**config.mk**
```make
export PLATFORM = sky130hd
export DESIGN_NAME = execute_stage
export DESIGN_NICKNAME = d
export VERILOG_FILES = /design/src/rtl/execute_stage.sv
export SDC_FILE = /design/constraint.sdc
export NUM_CORES = 1
export LEC_CHECK = 0
export CAP_MARGIN = 20
export CORE_ASPECT_RATIO = 1.5
export CORE_UTILIZATION = 45
export DETAILED_ROUTE_END_ITERATION = 16
export GPL_TIMING_DRIVEN = 0
export PLACE_DENSITY_LB_ADDON = 0.2
export SLEW_MARGIN = 30
export SYNTH_ARGS = -nofsm -noshare
export SYNTH_HDL_FRONTEND = slang
export SYNTH_SLANG_ARGS = --single-unit
```
**constraint.sdc**
```tcl
create_clock -name clk -period 15.69 [get_ports clk]
set_clock_uncertainty 0.15 [all_clocks]
set_input_delay 3.138 -clock clk [delete_from_list [all_inputs] [get_ports clk]]
set_output_delay 3.138 -clock clk [all_outputs]
set_load 0.05 [all_outputs]
```
**src/rtl/execute_stage.sv**
```systemverilog
// execute_stage: combinational RV32I execute stage with forwarding from the
// EX/MEM (FA/AA) and MEM/WB (FM/AM) boundaries, ALU, branch compare and PC+4.
// Ports: IR/Imm/A/B/PC in, FA/FM/AA/AM forwarding in, clk/rst,
//        v_in/r_in/stall handshake in; IR_res/ALU_res/COMP_res/PC_res/B_res,
//        v_out/r_out out. Only the handshake enable flop is sequential.
module execute_stage (
    input  logic [31:0] IR,
    input  logic [31:0] Imm,
    input  logic [31:0] A,
    input  logic [31:0] B,
    input  logic [31:0] PC,
    input  logic [31:0] FA,
    input  logic [31:0] FM,
    input  logic [4:0]  AA,
    input  logic [4:0]  AM,
    input  logic        clk,
    output logic [31:0] IR_res,
    output logic [31:0] ALU_res,
    output logic        COMP_res,
    output logic [31:0] PC_res,
    output logic [31:0] B_res,
    input  logic        v_in,
    output logic        v_out,
    input  logic        r_in,
    output logic        r_out,
    input  logic        stall,
    input  logic        rst
);

    localparam logic [6:0] OP_LUI    = 7'b0110111;
    localparam logic [6:0] OP_AUIPC  = 7'b0010111;
    localparam logic [6:0] OP_JAL    = 7'b1101111;
    localparam logic [6:0] OP_JALR   = 7'b1100111;
    localparam logic [6:0] OP_BRANCH = 7'b1100011;
    localparam logic [6:0] OP_LOAD   = 7'b0000011;
    localparam logic [6:0] OP_STORE  = 7'b0100011;
    localparam logic [6:0] OP_IMM    = 7'b0010011;
    localparam logic [6:0] OP_REG    = 7'b0110011;

    logic [6:0]  opcode;
    logic [2:0]  funct3;
    logic [4:0]  rs1;
    logic [4:0]  rs2;
    logic        alt;
    logic [31:0] op_a;
    logic [31:0] op_b;
    logic [31:0] op2;
    logic [4:0]  shamt;
    logic [31:0] arith;
    logic        en;

    assign opcode = IR[6:0];
    assign funct3 = IR[14:12];
    assign rs1    = IR[19:15];
    assign rs2    = IR[24:20];
    assign alt    = IR[30];

    // If/else chains: an unknown AA/AM compare is not taken, so it
    // falls through to the register-file value.
    always_comb begin
        op_a = A;
        if (rs1 != 5'd0 && AA == rs1) begin
            op_a = FA;
        end else if (rs1 != 5'd0 && AM == rs1) begin
            op_a = FM;
        end
    end

    always_comb begin
        op_b = B;
        if (rs2 != 5'd0 && AA == rs2) begin
            op_b = FA;
        end else if (rs2 != 5'd0 && AM == rs2) begin
            op_b = FM;
        end
    end

    assign op2   = (opcode == OP_REG) ? op_b : Imm;
    assign shamt = op2[4:0];

    always_comb begin
        arith = 32'd0;
        unique case (funct3)
            3'b000: begin
                if (opcode == OP_REG && alt) arith = op_a - op2;
                else                         arith = op_a + op2;
            end
            3'b001: arith = op_a << shamt;
            3'b010: arith = {31'd0, $signed(op_a) < $signed(op2)};
            3'b011: arith = {31'd0, op_a < op2};
            3'b100: arith = op_a ^ op2;
            3'b101: begin
                if (alt) arith = 32'($signed(op_a) >>> shamt);
                else     arith = op_a >> shamt;
            end
            3'b110: arith = op_a | op2;
            3'b111: arith = op_a & op2;
            default: arith = 32'd0;
        endcase
    end

    always_comb begin
        ALU_res = 32'd0;
        unique case (opcode)
            OP_LUI:    ALU_res = Imm;
            OP_AUIPC:  ALU_res = PC + Imm;
            OP_JAL:    ALU_res = PC + Imm;
            OP_JALR:   ALU_res = (op_a + Imm) & 32'hFFFF_FFFE;
            OP_BRANCH: ALU_res = PC + Imm;
            OP_LOAD:   ALU_res = op_a + Imm;
            OP_STORE:  ALU_res = op_a + Imm;
            OP_IMM:    ALU_res = arith;
            OP_REG:    ALU_res = arith;
            default:   ALU_res = 32'd0;
        endcase
    end

    always_comb begin
        COMP_res = 1'b0;
        if (opcode == OP_BRANCH) begin
            unique case (funct3)
                3'b000: COMP_res = (op_a == op_b);
                3'b001: COMP_res = (op_a != op_b);
                3'b100: COMP_res = ($signed(op_a) < $signed(op_b));
                3'b101: COMP_res = ($signed(op_a) >= $signed(op_b));
                3'b110: COMP_res = (op_a < op_b);
                3'b111: COMP_res = (op_a >= op_b);
                default: COMP_res = 1'b0;
            endcase
        end else if (opcode == OP_JAL || opcode == OP_JALR) begin
            COMP_res = 1'b1;
        end
    end

    assign PC_res = PC + 32'd4;
    assign IR_res = IR;
    assign B_res  = op_b;

    always_ff @(posedge clk) begin
        if (rst) en <= 1'b0;
        else     en <= 1'b1;
    end

    assign v_out = en & v_in & ~stall;
    assign r_out = en & r_in & ~stall;

endmodule

```
==> summary.md, run 1 <==
| Metric | Value |
|---|---|
| Outcome | `aborted with a tool error` |
| Stopped at | `5_1_grt` |
| Error msg | `[ERROR GRT-0116] Global routing finished with congestion. Check the congestion regions in the DRC Viewer.` |
| EDFF count, synth | `0` |
| Yosys top cell area share | `between 10 and 15%` |
| Rows | `between 80 and 90` |
| Starting Density | `between 40% and 50%` |
| Setup Buffers After CTS | `0` |
| Sequential-to-total area share from yosys stat | `0.1233%` |
| Syn_nets | `2,998` |
| Routability cong. | `about 1.3` |
| Die X | `~160 um` |
| Largest net degree at the start of global routing | `13` |
| Post-synthesis cell area | `16,240 um2` |
| Global-route wire length before repair | `174.9 mm` |
| Most numerous cell in the Yosys netlist | `nand2_1` |
| Die Y | `roughly 230 um` |
| Top post-synthesis cells by count | `nand2_1, o21ai_0, a21oi_1` |
| Async SR Flop Fraction | `0%` |
| Top FF cell, synth | `dfxtp_1` |
| # hold bufs at CTS | `0` |
| Number of synthesized register bits | `1` |
| Post-synthesis cell type with the largest combined area | `ha_1` |
| Synth Instances | `around 2,600` |
| Vias in the first global route | `between 20,000 and 30,000` |
| Yosys warns | `0` |
| Post-cts resize count | `0` |
| Post-DP HPWL | `roughly 90 mm` |
| Synth Area per Inst | `6.336 um2` |
| Number of distinct library cells after synthesis | `90` |
| Top cells by area, synth | `ha_1, o21ai_0, a21oi_1` |
| I/O pins | `370` |
| Grt total ovfl | `70` |
| GRT Total Usage | `between 60 and 70%` |
| IO Port Bufs | `~360` |
-- metal layers --
layer / GRT usage, % / GRT overflow
met5: 19.32 / 0
met4: 63.84 / 35
met2: 85.25 / 33
met3: 44.56 / 2
met1: 62.91 / 0
-- cell families after synthesis --
family	count (synthesis)	synth area share, %
xor gates and xnor gates	137	7.389
adders and majority gates	196	15.29
muxes	60	3.937
AOI/OAI and AO/OA	1009	40.41
buffers and inverters	357	9.370
DFF	1	0.1233
and+or+nand+nor	803	23.49
-- through the flow --
step / utilization, % / cell area (um2) / std cells / worst slack, ps / hold slack [ps]
after CTS: 58.56 / 20680 / 3399 / 129.4 / 3464
after detailed placement: 58.56 / 20680 / 3399 / 155.7 / 3464
after global placement: 57.72 / 20380 / 3391 / 253.1 / 3457
after floorplan: - / 16240 / 2563 / 2425 / 3045
==> run 2: changes to the inputs <==
CORE_ASPECT_RATIO = default   (was 1.5)
CORE_UTILIZATION = 30   (was 45)
PLACE_DENSITY_LB_ADDON = 0.15   (was 0.2)
==> run 2 against run 1 <==
The flow now finishes without violations; synthesized cell count is the same; area after synthesis is the same.
==> summary.md, run 2 <==
| Metric | Value |
|---|---|
| Die Y | `between 200 and 250 um` |
| Post-synthesis cell area | `roughly 16,000 um2` |
| Initial antenna violation count | `7` |
| Reg clk slew, reported paths | `0 ps` |
| Biggest regs | `en (1)` |
| Sequential-to-total area share from yosys stat | `less than 1%` |
| Top FF cell, synth | `dfxtp_1` |
| Routability cong. | `approximately 1.1` |
| Global-route wire length before repair | `166.7 mm` |
| Critical path class | `input pin to primary output` |
| Slew HR | `about a fifth` |
| Top post-synthesis cells by count | `nand2_1, o21ai_0, a21oi_1` |
| Post-synthesis cell type with the largest combined area | `ha_1` |
| Starting Density | `between 30% and 40%` |
| Final nets | `3,377` |
| WL per Instance | `33.46 um` |
| Least-Margin Pin Slew | `around 1200 ps` |
| Slowest cell on crit path | `a2111oi_0` |
| Max_cap viols | `0` |
| Post-Route WL | `between 100 and 150 mm` |
| Number of distinct library cells after synthesis | `90` |
| Fmax | `approximately 64 MHz` |
| Area share of fa/ha/maj cells after synthesis | `about 15%` |
| Area fraction in compound gates after synthesis | `40.41%` |
| Most common cell after layout, fill and taps aside | `clkdlybuf4s50_1` |
| First drt pass iteration count | `9` |
| IO Port Bufs | `around 360` |
| CP max FO | `10` |
| Register with the most flip-flops | `en` |
| Die X | `234.7 um` |
| Yosys warns | `0` |
| Area post-placement | `21,120 um2` |
| Final Critical Period | `approximately 16,000 ps` |
| Core Area | `approximately 53,000 um2` |
| Area of the die | `~55,000 um2` |
| Area of the multi-input gates | `roughly 15,000 um2` |
| CP required | `12,400 ps` |
| P&R area growth vs syn | `30.27%` |
| Fin. max-slew vios | `0` |
| Synth Area in Simple Gates | `23.49%` |
| Yosys top cell area share | `approximately 15%` |
| Design Area, Final | `between 20,000 and 25,000 um2` |
| Crit path DAT | `between 10,000 and 15,000 ps` |
| CP Capture Type | `primary output` |
| Largest family of logic cells by synthesized area | `compound AO/OA/AOI/OAI gates` |
| Post-synthesis xor/xnor area fraction | `approximately 7.4%` |
| Post-DP HPWL | `slightly above 100 mm` |
| Most numerous cell in the Yosys netlist | `nand2_1` |
| Multiplexer share of the synthesized area | `under 10%` |
| CP most frequent cell | `o21ai_0` |
| Share of cells above drive strength 1 | `under 10%` |
| WHS Path Cells | `2` |
| Commonest non-fill, non-tap cells in the layout | `clkdlybuf4s50_1, nand2_1, o21ai_0, a21oi_1, ha_1` |
| Grt total ovfl | `0` |
| Antenna Nets Post-Route | `0` |
| Worst min path class | `input pin to flip-flop` |
| Synth Instances | `between 2,000 and 3,000` |
| Residual DRC count | `0` |
| # hold bufs at CTS | `0` |
| # fillers | `just under 6,000` |
| Top cells by area, synth | `ha_1, o21ai_0, a21oi_1` |
| Number of synthesized register bits | `1` |
| Async SR Flop Fraction | `0%` |
| Largest net degree at the start of global routing | `13` |
| Finish-stage setup viols | `0` |
| Syn_nets | `approximately 3,000` |
| Final hold vios | `0` |
| Final TNS setup | `0 ps` |
| DRT iter0 DRCs | `about 3,500` |
| CP Cell Sequence | `clkdlybuf4s50_1 -> or4_4 -> nor2_1 -> o31ai_1 -> a31oi_1 -> a21o_1 -> buf_2 -> buf_2 -> buf_1 -> clkbuf_2 -> ha_1 -> inv_1 -> o221ai_1 -> o311ai_0 -> nand3_1 -> a2111oi_0 -> o31ai_1 -> o21ai_0 -> a211oi_1 -> xor2_1 -> o21ai_0 -> o21ai_0 -> clkdlybuf4s50_1` |
| Worst setup SP type | `input pin` |
| Rows | `84` |
| Outcome | `completed` |
| Critical path's largest stage delay | `880 ps` |
| Final worst path period share | `99.80%` |
| GRT Total Usage | `between 40% and 50%` |
| Vias post-DR | `approximately 24,000` |
| DR vias/cell | `6.690` |
| Largest register FFs | `1` |
| I/O pins | `370` |
| RSZ-0062 raised after global routing | `no` |
| Synth Area per Inst | `~6.3 um2` |
| Storage element area | `about 20 um2` |
| EDFF count, synth | `0` |
| Vias in the first global route | `22,806` |
run 2: cell counts after synthesis:
Identical to the previous run, type by type.
run 2: cell families (layout without fill, tap and decap cells):
logic type | Yosys count | count (layout)
AO/OA/AOI/OAI | 1009 | 1009
XOR/XNOR | 137 | 137
adder cells (fa/ha/maj) | 196 | 196
buffers and inverters | 357 | 734
flip-flops | 1 | 1
multiplexers | 60 | 60
other | 0 | 2
AND/OR/NAND/NOR | 803 | 803
run 2: worst max-delay path, delay by kind of cell:
kind / cells / cell delay (ps)
AO/OA/AOI/OAI: 11 / 3920
XOR/XNOR: 1 / 160
adder cells (fa/ha/maj): 1 / 410
buffers and inverters: 7 / 3490
AND/OR/NAND/NOR: 3 / 1210
run 2: path summary, 6_finish.rpt:
check	startpoint	end	slack (ps)
max	IR[23]	ALU_res[31]	30
min	rst	en	3460
run 2: stage by stage:
step / util [%] / std cells / setup slack, ps / hold WS, ps
final: 39.93 / 3630 / 30.72 / 3464
after global routing: 39.92 / 3628 / 27.17 / 3483
after CTS: 39.87 / 3628 / 251.7 / 3466
after detailed placement: 39.87 / 3628 / 285.9 / 3466
after global placement: 38.99 / 3606 / 283.1 / 3467
after floorplan: - / 2563 / 2425 / 3045
run 2: timing repair:
| action | 4_1_cts | 5_1_grt |
|---|---|---|
| buffers inserted | 0 | 0 |
| setup endpoints to repair | 0 | 6 |
| resized for setup | 0 | 3 |
run 2: metal layers:
metal / wire, um / vias to the layer above / global-route usage (%)
met5: 34 / - / 0
met4: 8283 / 4 / 23.50
met3: 14340 / 319 / 10.88
met2: 50150 / 1856 / 62.46
met1: 48640 / 11733 / 53.45
li1: - / 10372 / -
run 2: area by class of cell:
| cell class | instances | area share (%) |
|---|---|---|
| timing repair buffer | 377 | 17.80 |
| inverter | 149 | 2.644 |
| buffer | 208 | 4.584 |
| tap | 688 | 4.070 |
| sequential | 1 | 0.09464 |
| multi-input combinational | 2205 | 70.78 |
| antenna | 2 | 0.02366 |
==> run 3: changes to the inputs <==
CORE_UTILIZATION = 55   (was 30)
==> run 3 against run 2 <==
The flow now stops in 5_1_grt; synthesized cell count did not move; area after synthesis stayed put.
==> summary.md, run 3 <==
| Metric | Value |
|---|---|
| Outcome | `aborted with a tool error` |
| Stopped at | `5_1_grt` |
| Error msg | `[ERROR GRT-0116] Global routing finished with congestion. Check the congestion regions in the DRC Viewer.` |
| Number of distinct library cells after synthesis | `90` |
| Post-synthesis cell type with the largest combined area | `ha_1` |
| Syn_nets | `2,998` |
| GRT Total Usage | `between 70% and 80%` |
| Yosys warns | `0` |
| Top cells by area, synth | `ha_1, o21ai_0, a21oi_1` |
| Number of synthesized register bits | `1` |
| Rows | `62` |
| Setup Buffers After CTS | `0` |
| Starting Density | `56.27%` |
| Area fraction in compound gates after synthesis | `between 40% and 50%` |
| Multiplexer share of the synthesized area | `under 10%` |
| Top post-synthesis cells by count | `nand2_1, o21ai_0, a21oi_1` |
| # hold bufs at CTS | `0` |
| I/O pins | `370` |
| Post-synthesis cell area | `roughly 16,000 um2` |
| Die X | `173.8 um` |
| Synth Area in Simple Gates | `a little under a quarter` |
| Area share of fa/ha/maj cells after synthesis | `roughly 15%` |
| EDFF count, synth | `0` |
| Sequential-to-total area share from yosys stat | `less than 1%` |
| Largest family of logic cells by synthesized area | `compound AO/OA/AOI/OAI gates` |
| Vias in the first global route | `about 26,000` |
| Yosys top cell area share | `between 10% and 20%` |
| Synth Area per Inst | `around 6.3 um2` |
| Area post-placement | `20,610 um2` |
| Die Y | `173.8 um` |
| Post-synthesis xor/xnor area fraction | `under 10%` |
| Async SR Flop Fraction | `0%` |
| IO Port Bufs | `between 300 and 400` |
| Top FF cell, synth | `dfxtp_1` |
| Synth Instances | `about 2,600` |
| Largest net degree at the start of global routing | `13` |
| Most numerous cell in the Yosys netlist | `nand2_1` |
| Grt total ovfl | `25` |
| Global-route wire length before repair | `162.1 mm` |
| Routability cong. | `roughly 1.6` |
| Post-DP HPWL | `~77 mm` |
| Pre-CTS setup slack | `between 800 and 900 ps` |
| Post-cts resize count | `0` |
-- run 3: cell counts after synthesis --
Identical to the previous run, type by type.
-- run 3: cell families after synthesis --
logic type      after synthesis
flops                         1
mux                          60
compound gates             1009
xor+xnor                    137
buf+inv                     357
fa+ha+maj                   196
simple gates                803
-- run 3: layer usage --
metal  overflow  track usage [%]
met1          0            70.61
met2          4            86.25
met3          2            60.83
met4         19            63.12
met5          0            35.42
-- run 3: metrics by stage --
| step | cells | hold WS, ps | utilization [%] |
|---|---|---|---|
| CTS | 3317 | 3466 | 71.41 |
| global placement | 3302 | 3456 | 70.25 |
| floorplan | 2563 | 3045 | - |
| detailed placement | 3317 | 3471 | 71.41 |
